$ cat src/rtl/bcp_imply_arb_pkg.sv
// Shared types and defaults for the BCP implication arbiter.
package bcp_imply_arb_pkg;

    localparam int unsigned LitW             = 16;
    localparam int unsigned NumPeDefault     = 4;
    localparam int unsigned FifoDepthDefault = 4;

    // Signed literal; value 0 means "no literal".
    typedef logic signed [LitW-1:0] lit_t;

    typedef enum logic [1:0] {
        ArbRun     = 2'd0,
        ArbFlush   = 2'd1,
        ArbWaitClr = 2'd2
    } arb_state_t;

    // Complement of a literal (negation in two's complement).
    function automatic lit_t lit_neg(input lit_t l);
        return -l;
    endfunction

endpackage

$ cat src/rtl/bcp_imply_arb_imply_fifo.sv
// Synchronous per-PE implication FIFO with flush; head is read combinationally.
module bcp_imply_arb_imply_fifo
    import bcp_imply_arb_pkg::*;
#(
    parameter int unsigned  Depth = FifoDepthDefault,
    localparam int unsigned PtrW  = $clog2(Depth),
    localparam int unsigned CntW  = PtrW + 1
) (
    input  logic            clk_i,
    input  logic            rst_ni,
    input  logic            push_i,
    input  logic [LitW-1:0] push_data_i,
    input  logic            pop_i,
    input  logic            flush_i,
    output logic [LitW-1:0] head_o,
    output logic [CntW-1:0] count_o,
    output logic            full_o,
    output logic            empty_o
);

    logic [LitW-1:0] mem_q [Depth];
    logic [PtrW-1:0] rd_q, rd_d, wr_q, wr_d;
    logic [CntW-1:0] cnt_q, cnt_d;
    logic            push_ok, pop_ok;

    assign full_o  = (cnt_q == CntW'(Depth));
    assign empty_o = (cnt_q == '0);
    assign head_o  = mem_q[rd_q];
    assign count_o = cnt_q;

    // Next-state pointers and count; flush wins over push/pop.
    always_comb begin
        // A push into a full FIFO is accepted only if the same cycle pops.
        push_ok = push_i && !flush_i && (!full_o || pop_i);
        pop_ok  = pop_i && !flush_i && !empty_o;
        rd_d    = rd_q;
        wr_d    = wr_q;
        cnt_d   = cnt_q;
        if (flush_i) begin
            rd_d  = '0;
            wr_d  = '0;
            cnt_d = '0;
        end else begin
            if (push_ok) wr_d = wr_q + PtrW'(1);
            if (pop_ok)  rd_d = rd_q + PtrW'(1);
            case ({push_ok, pop_ok})
                2'b10:   cnt_d = cnt_q + CntW'(1);
                2'b01:   cnt_d = cnt_q - CntW'(1);
                default: cnt_d = cnt_q;
            endcase
        end
    end

    // Pointer and count registers.
    always_ff @(posedge clk_i) begin
        if (!rst_ni) begin
            rd_q  <= '0;
            wr_q  <= '0;
            cnt_q <= '0;
        end else begin
            rd_q  <= rd_d;
            wr_q  <= wr_d;
            cnt_q <= cnt_d;
        end
    end

    // Storage write; contents need no reset since count gates visibility.
    always_ff @(posedge clk_i) begin
        if (push_ok) mem_q[wr_q] <= push_data_i;
    end

endmodule

$ cat src/rtl/bcp_imply_arb.sv
// Implication arbiter: captures PE implications into per-PE FIFOs, drains them
// round-robin into the unit-clause queue, and sequences conflicts.
module bcp_imply_arb
    import bcp_imply_arb_pkg::*;
#(
    parameter int unsigned  NumPe     = NumPeDefault,
    parameter int unsigned  FifoDepth = FifoDepthDefault,
    localparam int unsigned IdW       = (NumPe > 1) ? $clog2(NumPe) : 1,
    localparam int unsigned CntW      = $clog2(FifoDepth) + 1
) (
    input  logic                  clk_i,
    input  logic                  rst_ni,
    input  logic [NumPe-1:0]      pe_imply_valid_i,
    input  logic [NumPe*LitW-1:0] pe_imply_lit_i,
    input  logic [NumPe-1:0]      pe_conflict_i,
    output logic                  arb2bcp_halt_o,
    output logic                  arb2ucq_valid_o,
    output logic [LitW-1:0]       arb2ucq_lit_o,
    input  logic                  ucq2arb_full_i,
    output logic                  conflict_o,
    output logic [IdW-1:0]        conflict_pe_id_o,
    input  logic                  conflict_clear_i,
    output logic                  overflow_err_o,
    output logic                  idle_o
);

    lit_t            pe_lit    [NumPe];
    logic [LitW-1:0] fifo_head [NumPe];
    logic [CntW-1:0] fifo_cnt  [NumPe];
    logic [NumPe-1:0] fifo_full, fifo_empty;
    logic [NumPe-1:0] cand, push_req, push_en, pop_vec;

    arb_state_t     state_q, state_d;
    logic [IdW-1:0] rr_q, rr_d, cid_q, cid_d;
    logic           ovf_q, ovf_d;

    logic [IdW-1:0] comp_id, conf_id, grant_id;
    logic           comp_hit, eff_conflict, run, grant_vld, pop, flush;

    assign run   = (state_q == ArbRun);
    assign flush = (state_q == ArbFlush);

    for (genvar i = 0; i < NumPe; i++) begin : g_pe
        assign pe_lit[i] = lit_t'(pe_imply_lit_i[i*LitW +: LitW]);

        bcp_imply_arb_imply_fifo #(
            .Depth (FifoDepth)
        ) u_fifo (
            .clk_i       (clk_i),
            .rst_ni      (rst_ni),
            .push_i      (push_en[i]),
            .push_data_i (pe_lit[i]),
            .pop_i       (pop_vec[i]),
            .flush_i     (flush),
            .head_o      (fifo_head[i]),
            .count_o     (fifo_cnt[i]),
            .full_o      (fifo_full[i]),
            .empty_o     (fifo_empty[i])
        );
    end

    // Capture filtering: drop zero literals and duplicates of a lower-index PE,
    // and detect complementary pairs (id = higher PE of the first pair found).
    always_comb begin
        cand     = '0;
        push_req = '0;
        comp_hit = 1'b0;
        comp_id  = '0;
        for (int i = 0; i < NumPe; i++) begin
            cand[i] = pe_imply_valid_i[i] && (pe_lit[i] != '0);
        end
        for (int j = 0; j < NumPe; j++) begin
            push_req[j] = cand[j];
            for (int i = 0; i < NumPe; i++) begin
                if (i < j && cand[i] && cand[j]) begin
                    if (pe_lit[i] == pe_lit[j]) push_req[j] = 1'b0;
                    if (!comp_hit && (pe_lit[i] == lit_neg(pe_lit[j]))) begin
                        comp_hit = 1'b1;
                        comp_id  = IdW'(j);
                    end
                end
            end
        end
    end

    // Lowest-index explicit conflict.
    always_comb begin
        conf_id = '0;
        for (int i = NumPe - 1; i >= 0; i--) begin
            if (pe_conflict_i[i]) conf_id = IdW'(i);
        end
    end

    assign eff_conflict = run && ((|pe_conflict_i) || comp_hit);
    // Everything arriving with a conflict is discarded.
    assign push_en      = (run && !eff_conflict) ? push_req : '0;

    // Rotating-priority grant: first non-empty FIFO at or after rr_q.
    always_comb begin
        int unsigned idx;
        idx       = 0;
        grant_vld = 1'b0;
        grant_id  = '0;
        for (int unsigned o = 0; o < NumPe; o++) begin
            idx = (32'(rr_q) + o) % NumPe;
            if (!grant_vld && !fifo_empty[IdW'(idx)]) begin
                grant_vld = 1'b1;
                grant_id  = IdW'(idx);
            end
        end
    end

    // UCQ offer and pop; a full UCQ simply holds the offer.
    always_comb begin
        arb2ucq_valid_o   = run && grant_vld;
        arb2ucq_lit_o     = arb2ucq_valid_o ? fifo_head[grant_id] : '0;
        pop               = arb2ucq_valid_o && !ucq2arb_full_i;
        pop_vec           = '0;
        pop_vec[grant_id] = pop;
    end

    // Halt when not running or any FIFO has only one free slot left, so the
    // push a PE may still emit in the halt cycle always fits.
    always_comb begin
        arb2bcp_halt_o = !run;
        for (int i = 0; i < NumPe; i++) begin
            if (fifo_cnt[i] >= CntW'(FifoDepth - 1)) arb2bcp_halt_o = 1'b1;
        end
    end

    // Arbiter FSM next state, round-robin pointer and conflict id.
    always_comb begin
        state_d = state_q;
        rr_d    = rr_q;
        cid_d   = cid_q;
        case (state_q)
            ArbRun: begin
                if (pop) rr_d = IdW'((32'(grant_id) + 1) % NumPe);
                if (eff_conflict) begin
                    state_d = ArbFlush;
                    cid_d   = (|pe_conflict_i) ? conf_id : comp_id;
                end
            end
            ArbFlush: state_d = ArbWaitClr;
            ArbWaitClr: begin
                if (conflict_clear_i) begin
                    state_d = ArbRun;
                    rr_d    = '0;
                end
            end
            default: state_d = ArbRun;
        endcase
    end

    // Sticky overflow: a push dropped because its FIFO was full and not popping.
    assign ovf_d = ovf_q || (|(push_en & fifo_full & ~pop_vec));

    // State registers.
    always_ff @(posedge clk_i) begin
        if (!rst_ni) begin
            state_q <= ArbRun;
            rr_q    <= '0;
            cid_q   <= '0;
            ovf_q   <= 1'b0;
        end else begin
            state_q <= state_d;
            rr_q    <= rr_d;
            cid_q   <= cid_d;
            ovf_q   <= ovf_d;
        end
    end

    assign conflict_o       = !run;
    assign conflict_pe_id_o = cid_q;
    assign overflow_err_o   = ovf_q;
    assign idle_o           = run && (&fifo_empty) && !(|pe_imply_valid_i)
                              && !(|pe_conflict_i);

endmodule
$ cat config.mk
export PLATFORM = sky130hd
export DESIGN_NAME = bcp_imply_arb
export DESIGN_NICKNAME = d
export VERILOG_FILES = /design/src/rtl/bcp_imply_arb_pkg.sv /design/src/rtl/bcp_imply_arb_imply_fifo.sv /design/src/rtl/bcp_imply_arb.sv
export SDC_FILE = /design/constraint.sdc
export NUM_CORES = 1
export LEC_CHECK = 0
export ABC_AREA = 1
export BUFFER_PORTS_ARGS = -buffer_cell sky130_fd_sc_hd__buf_2
export CORE_ASPECT_RATIO = 0.7
export CORE_MARGIN = 2
export CORE_UTILIZATION = 48
export DETAILED_ROUTE_END_ITERATION = 10
export PLACE_DENSITY_LB_ADDON = 0.15
export SYNTH_ARGS = -nofsm -noshare
export SYNTH_HDL_FRONTEND = slang
export SYNTH_SLANG_ARGS = --single-unit
export TNS_END_PERCENT = 100
$ cat constraint.sdc
create_clock -name clk_i -period 3.5 [get_ports clk_i]
set_input_delay 0 -clock clk_i [delete_from_list [all_inputs] [get_ports clk_i]]
set_output_delay 0 -clock clk_i [all_outputs]
set_load 0.02 [all_outputs]
**Word-level counts from Yosys, hierarchy flattened**

Memories as Yosys holds them, arrays and structs flattened. A register that Yosys moved wholly into a read port is not among the register bits.
Cells that the tools add are included.

- Output and inout bits: 23
- Input bits: 76
- Word-level logic and storage cells: 276
- Memories: 4
- Bits in registers: 35
- Bits in writable memories: 256

- Reductions and logical operators: 94
- Eq/ne operators: 29
- $add $sub $neg: 23
- Multiplexer cells: 93
- $lt $le $gt $ge: 11
- Bitwise operators: 6

Memory list:

| memory | words | bits a word | rd ports | clocked after memory_dff | wr ports | line | source |
|---|---|---|---|---|---|---|---|
| g_pe[0].u_fifo.mem_q | 4 | 16 | 1 | 1 | 1 | bcp_imply_arb_imply_fifo.sv:21 | `logic [LitW-1:0] mem_q [Depth];` |
| g_pe[1].u_fifo.mem_q | 4 | 16 | 1 | 1 | 1 | bcp_imply_arb_imply_fifo.sv:21 |  |
| g_pe[2].u_fifo.mem_q | 4 | 16 | 1 | 1 | 1 | bcp_imply_arb_imply_fifo.sv:21 |  |
| g_pe[3].u_fifo.mem_q | 4 | 16 | 1 | 1 | 1 | bcp_imply_arb_imply_fifo.sv:21 |  |

Operators with widths:

| kind | count |
|---|---|
| $eq A16 B16 Y1 | 12 |
| $reduce_bool A16 Y1 | 4 |
| $mux W2 | 31 |
| $mux W16 | 3 |
| $neg A16 Y16 | 3 |
| $mux W1 | 46 |
| $logic_and A1 B1 Y1 | 42 |
| $bmux W16 S2 | 1 |
| $logic_not A1 Y1 | 24 |
| $pmux W3 S2 | 4 |
| $add A2 B1 Y2 const B | 10 |
| $lt A2 B3 Y1 const B | 5 |
| $add A3 B1 Y3 const B | 4 |
| $and A4 B4 Y4 | 3 |
| $eq A3 B3 Y1 const B | 4 |
| $ge A3 B2 Y1 const B | 4 |
| $logic_not A3 Y1 | 4 |
| $reduce_or A4 Y1 | 3 |
| $sub A3 B1 Y3 const B | 4 |
| $eq A2 B1 Y1 const B | 5 |
| $eq A2 B2 Y1 const B | 5 |
| $reduce_bool A2 Y1 | 5 |
| $bmux W1 S2 | 4 |
| $logic_or A1 B1 Y1 | 6 |
| 17 further kinds | 20 |

**Depth between registers and ports, before layout**

- Word-level depth: 33
- Gate-level depth with buffers: 27
- Depth with buffers taken out: 26

**Hierarchy**

A second synthesis with hierarchy kept.

- Cells, all modules: 2051
- Area, all modules: 17102.7 µm²

Modules (own cells, without submodules):

| module | instances | cells each | area an instance (µm²) |
|---|---|---|---|
| bcp_imply_arb_imply_fifo | 4 | 234 | 2891.5 |
| bcp_imply_arb | 1 | 1115 | 5536.6 |

**Worst setup path before layout**

Ideal clock, no wire load.

- Path kind: flip-flop to flip-flop
- Start point: register g_pe[0].u_fifo.cnt_q[1]
- End point: register g_pe[2].u_fifo.cnt_q[2]
- Arrival: 3.139 ns
- Required time: 3.378 ns
- Period minus slack after synthesis: 3.261 ns
- Path slack: 0.239 ns
- Stages on the path, launching flop included: 24
- Cells stage by stage: dfxtp_1 -> inv_1 -> nand2_1 -> nor2_1 -> nand2_1 -> o21ai_1 -> nor2_1 -> nor3_2 -> o21ai_1 -> o21ai_1 -> o21a_1 -> inv_2 -> buf_2 -> ha_1 -> nand2_1 -> nand2_1 -> nand3_4 -> ha_1 -> inv_1 -> fa_1 -> a21oi_1 -> o21ai_0 -> o21ai_0 -> a21oi_1

- Word-level cells in the longest chain between the ends: 21
- Elaborated cells between the ends (all ways): 41

RTL lines:

| what | line | source |
|---|---|---|
| start, declared | bcp_imply_arb_imply_fifo.sv:23 | `logic [CntW-1:0] cnt_q, cnt_d;` |
| start signal, assigned | bcp_imply_arb_imply_fifo.sv:63 | `cnt_q <= cnt_d;` |
| $logic_not A3 Y1 (*) | bcp_imply_arb_imply_fifo.sv:27 | `assign empty_o = (cnt_q == '0);` |
| $bmux W1 S2 | bcp_imply_arb.sv:106 | `if (!grant_vld && !fifo_empty[IdW'(idx)]) begin` |
| $mux W1 (implied by the code) | bcp_imply_arb.sv:106 |  |
| $logic_not A1 Y1 | bcp_imply_arb.sv:106 |  |
| $logic_and A1 B1 Y1 | bcp_imply_arb.sv:106 |  |
| $mux W1 | bcp_imply_arb.sv:106 |  |
| $logic_not A1 Y1 | bcp_imply_arb.sv:106 |  |
| $logic_and A1 B1 Y1 | bcp_imply_arb.sv:106 |  |
| [... 5 more ...] | n/a |  |
| $logic_and A1 B1 Y1 (implied by the code) | bcp_imply_arb.sv:119 | `pop_vec[grant_id] = pop;` |
| $mux W1 (implied by the code) | bcp_imply_arb.sv:119 |  |
| $demux W1 S2 | bcp_imply_arb.sv:119 |  |
| $and A4 B4 Y4 (no source line) (*) | n/a |  |
| $logic_and A1 B1 Y1 / $logic_or A1 B1 Y1 (equally long branches) | bcp_imply_arb_imply_fifo.sv:35, bcp_imply_arb_imply_fifo.sv:34 |  |
| $logic_and A1 B1 Y1 (on tied branches) | bcp_imply_arb_imply_fifo.sv:35, bcp_imply_arb_imply_fifo.sv:34 |  |
| $eq A2 B1 Y1 / $eq A2 B2 Y1 (equally long branches) | bcp_imply_arb_imply_fifo.sv:46 | `case ({push_ok, pop_ok})` |
| $pmux W3 S2 / $reduce_bool A2 Y1 (equally long branches) | n/a |  |
| end signal, assigned | bcp_imply_arb_imply_fifo.sv:63 |  |
| end, declared | bcp_imply_arb_imply_fifo.sv:23 |  |

Mark *: on every way between the ends. The rest lies on a longest branch, timed or not. The select of a mux whose other input is x is not followed.
A chain may end at the register's enable or synchronous reset.

**Worst setup path after layout**

- Start point: input pe_imply_lit_i[56]
- End point: register g_pe[2].u_fifo.cnt_q[1]

- Word-level cells in the longest chain between the ends: 22
- Elaborated cells between the ends (all ways): 31

RTL lines:

| what | line | source |
|---|---|---|
| start, declared | bcp_imply_arb.sv:14 | `input logic [NumPe*LitW-1:0] pe_imply_lit_i,` |
| $neg A16 Y16 | bcp_imply_arb_pkg.sv:19 | `return -l;` |
| $eq A16 B16 Y1 | bcp_imply_arb.sv:77 | `if (!comp_hit && (pe_lit[i] == lit_neg(pe_lit[j]))) begin` |
| $logic_and A1 B1 Y1 | bcp_imply_arb.sv:77 |  |
| $mux W1 | bcp_imply_arb.sv:77 |  |
| $mux W1 | bcp_imply_arb.sv:75 | `if (i < j && cand[i] && cand[j]) begin` |
| $logic_not A1 Y1 | bcp_imply_arb.sv:77 |  |
| $logic_and A1 B1 Y1 | bcp_imply_arb.sv:77 |  |
| $mux W1 | bcp_imply_arb.sv:77 |  |
| [... 5 more ...] | n/a |  |
| $logic_or A1 B1 Y1 (*) | bcp_imply_arb.sv:94 | `assign eff_conflict = run && ((\|pe_conflict_i) \|\| comp_hit);` |
| $logic_and A1 B1 Y1 (*) | bcp_imply_arb.sv:94 |  |
| $logic_not A1 Y1 (*) | bcp_imply_arb.sv:96 | `assign push_en = (run && !eff_conflict) ? push_req : '0;` |
| $logic_and A1 B1 Y1 (*) | bcp_imply_arb.sv:96 |  |
| $mux W4 (*) | bcp_imply_arb.sv:96 |  |
| $logic_and A1 B1 Y1 (*) (2 in series) | bcp_imply_arb_imply_fifo.sv:34 | `push_ok = push_i && !flush_i && (!full_o \|\| pop_i);` |
| $eq A2 B1 Y1 / $eq A2 B2 Y1 (equally long branches) | bcp_imply_arb_imply_fifo.sv:46 |  |
| $pmux W3 S2 / $reduce_bool A2 Y1 (equally long branches) | n/a |  |

Mark *: on every way between the ends. The rest lies on a longest branch, timed or not.

==> run summary <==
STA
----------------------------------------------------------------------------------------
Transition at the pin with the smallest max-transition slack                    0.827 ns
Fin Clk Skew                                                                   0.0190 ns
Highest clock frequency the design can meet                                    0.298 GHz
Setup TNS Final                                                                     0 ns
Post-route worst setup slack                                                    0.150 ns
Worst hold slack                                                               0.0181 ns
Setup repair after global routing missed its margin                                  yes
Shortest period the worst path allows                                            3.35 ns
Ratio of final minimum period to clock period                                      0.957
Headroom to the max-slew limit                                                     0.448
Slew Limit Fails                                                                       0
Number of setup violations in the final report                                         0
Hold Violations, Final                                                                 0

GLOBAL ROUTING
----------------------------------------------------------------------------------------
Total routing usage reported by global routing                                     0.320
Wire length of the first global-routing pass                                     85.6 mm
Largest net degree at the start of global routing                                     33
Aggregate global routing overflow                                                      0
Antenna violations before repair                                                       1
Vias in the first global route                                                     13100

YOSYS
----------------------------------------------------------------------------------------
Post-Syn Nets                                                                       1947
Seq/Total Area, Yosys                                                              0.514
Number of synthesized flops with an enable pin                                       256
Async SR Flop Fraction                                                                 0
Mapped cell area                                                               16600 µm²
Number of synthesized register bits                                                  299
Count of synthesis-stage warnings from yosys                                           0
Syn Inst Count                                                                      1840
Unique cell type count in the Yosys netlist                                           49
Top FF cell, synth                                                              edfxtp_1
Post-Syn Area per Cell                                                          9.04 µm²

DIE
----------------------------------------------------------------------------------------
IO Pins                                                                               99
Die Outline Area                                                               36200 µm²
Area of the core                                                               33800 µm²
Number of rows created at floorplan                                                   56
Die boundary height                                                               160 µm
Horizontal extent of the die                                                      226 µm
Initial Utilization                                                                0.492

STATUS
----------------------------------------------------------------------------------------
Run status                                                                     completed

CTS
----------------------------------------------------------------------------------------
CTS tree                                                                           built
Clock slew at the register clock pins of the worst setup and hold paths          0.06 ns
Clock sink total                                                                     299
Clock Path Buffers                                                                     3
Buffer cell driving the clock tree root                                        clkbuf_16
Total CTS buffers                                                                     29
Skew-Pair Late Insertion Delay                                                   0.59 ns
H-tree levels                                                                          1

ROUTING
----------------------------------------------------------------------------------------
Routed met3 length                                                               6.63 mm
Vias per std cell                                                                   5.62
Number of search-and-repair iterations in the first detailed-routing pass              6
Final routed DRC violation total                                                       0
Highest routing layer actually used                                                 met4
Met1 wire length                                                                 26.6 mm
Routed wire per std cell                                                         22.8 µm
Routed Wire Length                                                               57.7 mm
Number of antenna-violating nets in the routed design                                  0
DRT iter0 DRCs                                                                      1797
Number of vias after detailed routing                                              14300
Detailed-routed wire length on met2                                              23.6 mm

CELLS AND AREA
----------------------------------------------------------------------------------------
Number of nets in the layout                                                        2157
Layout cells sized above 1                                                         0.174
Final Non-Filler Cells                                                              2536
Number of fill cells in the layout                                                  3026
Fin util                                                                           0.593
Sequential cell area                                                            8550 µm²
Relative area change from synthesis to final layout                                20.5%
Multi-input combinational cell area                                             7100 µm²
Final instance area                                                            20000 µm²

POWER
----------------------------------------------------------------------------------------
Portion of total power attributed to combinational logic                           0.291
Worst VDD drop                                                                  0.585 mV
Net Switching                                                                    3.47 mW
Cell internal pwr                                                                6.49 mW
Clk network pwr share                                                              0.316
Lkg Pwr                                                                          7.84 nW
Power density over cell area                                                  497 nW/µm²
Switching share of power                                                           0.348
Total power draw                                                                 9.96 mW
Fraction of power consumed by sequential logic                                     0.392

PLACE
----------------------------------------------------------------------------------------
Port Buf Inserts                                                                      98
Sum of net half-perimeters after detailed placement                              43.1 mm
Worst slack, placed                                                            0.0282 ns
Routability congestion estimate from global placement                               1.04
Placed cell count                                                                   2406
Placement Cell Area                                                            18200 µm²

WORST SETUP PATH
----------------------------------------------------------------------------------------
Most frequent cell on the critical path                                           nor2_1
Cell chain of the critical path                                             dlygate4sd3_1 > buf_2 > nor2_2 > nand2_1 > nor2_1 > nand3_1 > nand2_2 > o21ai_1 > a21oi_1 > nand3_1 > nor2_1 > nand2_1 > nand3_4 > nor2_8 > buf_4 > nand3_4 > ha_1 > inv_1 > fa_2 > nor2_1 > a21oi_1 > nor2_1
Required time of the critical path                                               3.96 ns
Signal arrival time at the worst endpoint                                        3.81 ns
Slowest stage delay, CP                                                          0.53 ns
Type of element capturing the critical path                                     register
Worst setup SP type                                                         primary input
Type of the worst setup path                                                primary input to register
Maximum fanout along the worst path                                                    8
Crit-path slowest cell                                                      dlygate4sd3_1

WORST HOLD PATH
----------------------------------------------------------------------------------------
Class of the most critical hold timing path                                 primary input to register

RUN
----------------------------------------------------------------------------------------
Max-capacitance violation count                                                        0

synthesized netlist by cell type (22+ instances only):
cell type / n / area share
nand2_1: 342 / 0.077
nor2_1: 239 / 0.054
o21ai_0: 124 / 0.037
o22ai_1: 50 / 0.019
edfxtp_1: 256 / 0.46
nand4_1: 22 / 0.0083
clkbuf_1: 54 / 0.012
inv_1: 152 / 0.034
a21oi_1: 91 / 0.027
buf_2: 26 / 0.0078
ha_1: 27 / 0.020
dfxtp_1: 43 / 0.052
xor2_1: 81 / 0.043
xnor2_1: 31 / 0.016
nand3_1: 106 / 0.032
routing by layer:
metal  up-vias  track usage
met3        60       0.0754
met5         -            0
met4         0       0.0446
met1      6800        0.505
li1       6672            -
met2       727        0.454
worst paths after layout:
kind / startpoint / end / slack, ns / depth (start not counted)
worst max-delay path: pe_imply_lit_i[56] / g_pe[2].u_fifo.count_o[1] / 0.15 / 22
worst min-delay path: pe_imply_lit_i[12] / g_pe[0].u_fifo.mem_q[2][12] / 0.02 / 2
worst max register to register: g_pe[1].u_fifo.count_o[0] / g_pe[2].u_fifo.count_o[1] / 0.25 / 19
worst min register to register: g_pe[0].u_fifo.rd_q[0] / g_pe[0].u_fifo.rd_q[0] / 0.47 / 1
worst max-delay path: cells and delay by family:
kind	cells	cell delay, ns
compound gates	3	0.32
buf+inv	4	0.98
simple gates	13	1.83
fa+ha+maj	2	0.67
placed cells by master, fill, tap and decap left out, types with 29 or more instances in the layout:
master,instances
a21oi_1,91
buf_2,97
buf_4,84
clkbuf_16,29
dfxtp_1,39
dlygate4sd3_1,75
edfxtp_1,256
inv_1,150
nand2_1,333
nand3_1,105
nor2_1,229
o21ai_0,115
o22ai_1,50
xnor2_1,31
xor2_1,80
final cells by class:
class,count,share of cell area
sequential,299,0.427
multi-input combinational,1277,0.355
antenna,1,0.000125
inverter,167,0.0313
tap,464,0.0290
clock inverter,15,0.00837
timing repair buffer,276,0.112
clock buffer,37,0.0382
state kept, by name, summed over array words and instances, names as in the netlist, named ones only:
| register | count |
|---|---|
| conflict_pe_id_o | 2 |
| g_pe.u_fifo.count_o | 12 |
| g_pe.u_fifo.mem_q | 256 |
| g_pe.u_fifo.rd_q | 8 |
| g_pe.u_fifo.wr_q | 8 |
| overflow_err_o | 1 |
| rr_q | 2 |
| state_q | 2 |
power groups by stage:
stage | Sequential (mW) | Clock [mW] | Combinational, mW
global placement | 3.98 | 0 | 2.63
detailed placement | 3.98 | 0 | 2.62
floorplan | 3.97 | 0 | 1.57
CTS | 3.91 | 3.18 | 2.80
finish | 3.91 | 3.15 | 2.90
global route | 3.91 | 3.31 | 3.09
timing repair:
item | 4_1_cts | 5_1_grt
hold buffers | 75 | 0
resized for setup | 9 | 52
pin swaps | 0 | 4
setup endpoints to repair | 9 | 24
hold endpoints to repair | 261 | 0
setup buffers | 0 | 2
cell families (layout without fill, tap and decap cells):
| kind of cell | count (synthesis) | after routing | share of synthesized area |
|---|---|---|---|
| DFF | 299 | 299 | 0.514 |
| other | 0 | 1 | 0 |
| buffers and inverters | 264 | 495 | 0.0670 |
| and+or+nand+nor | 809 | 809 | 0.224 |
| xor gates and xnor gates | 113 | 113 | 0.0603 |
| AOI/OAI and AO/OA | 324 | 324 | 0.109 |
| adders and majority gates | 31 | 31 | 0.0251 |
Power figures use the tool's default switching activity.
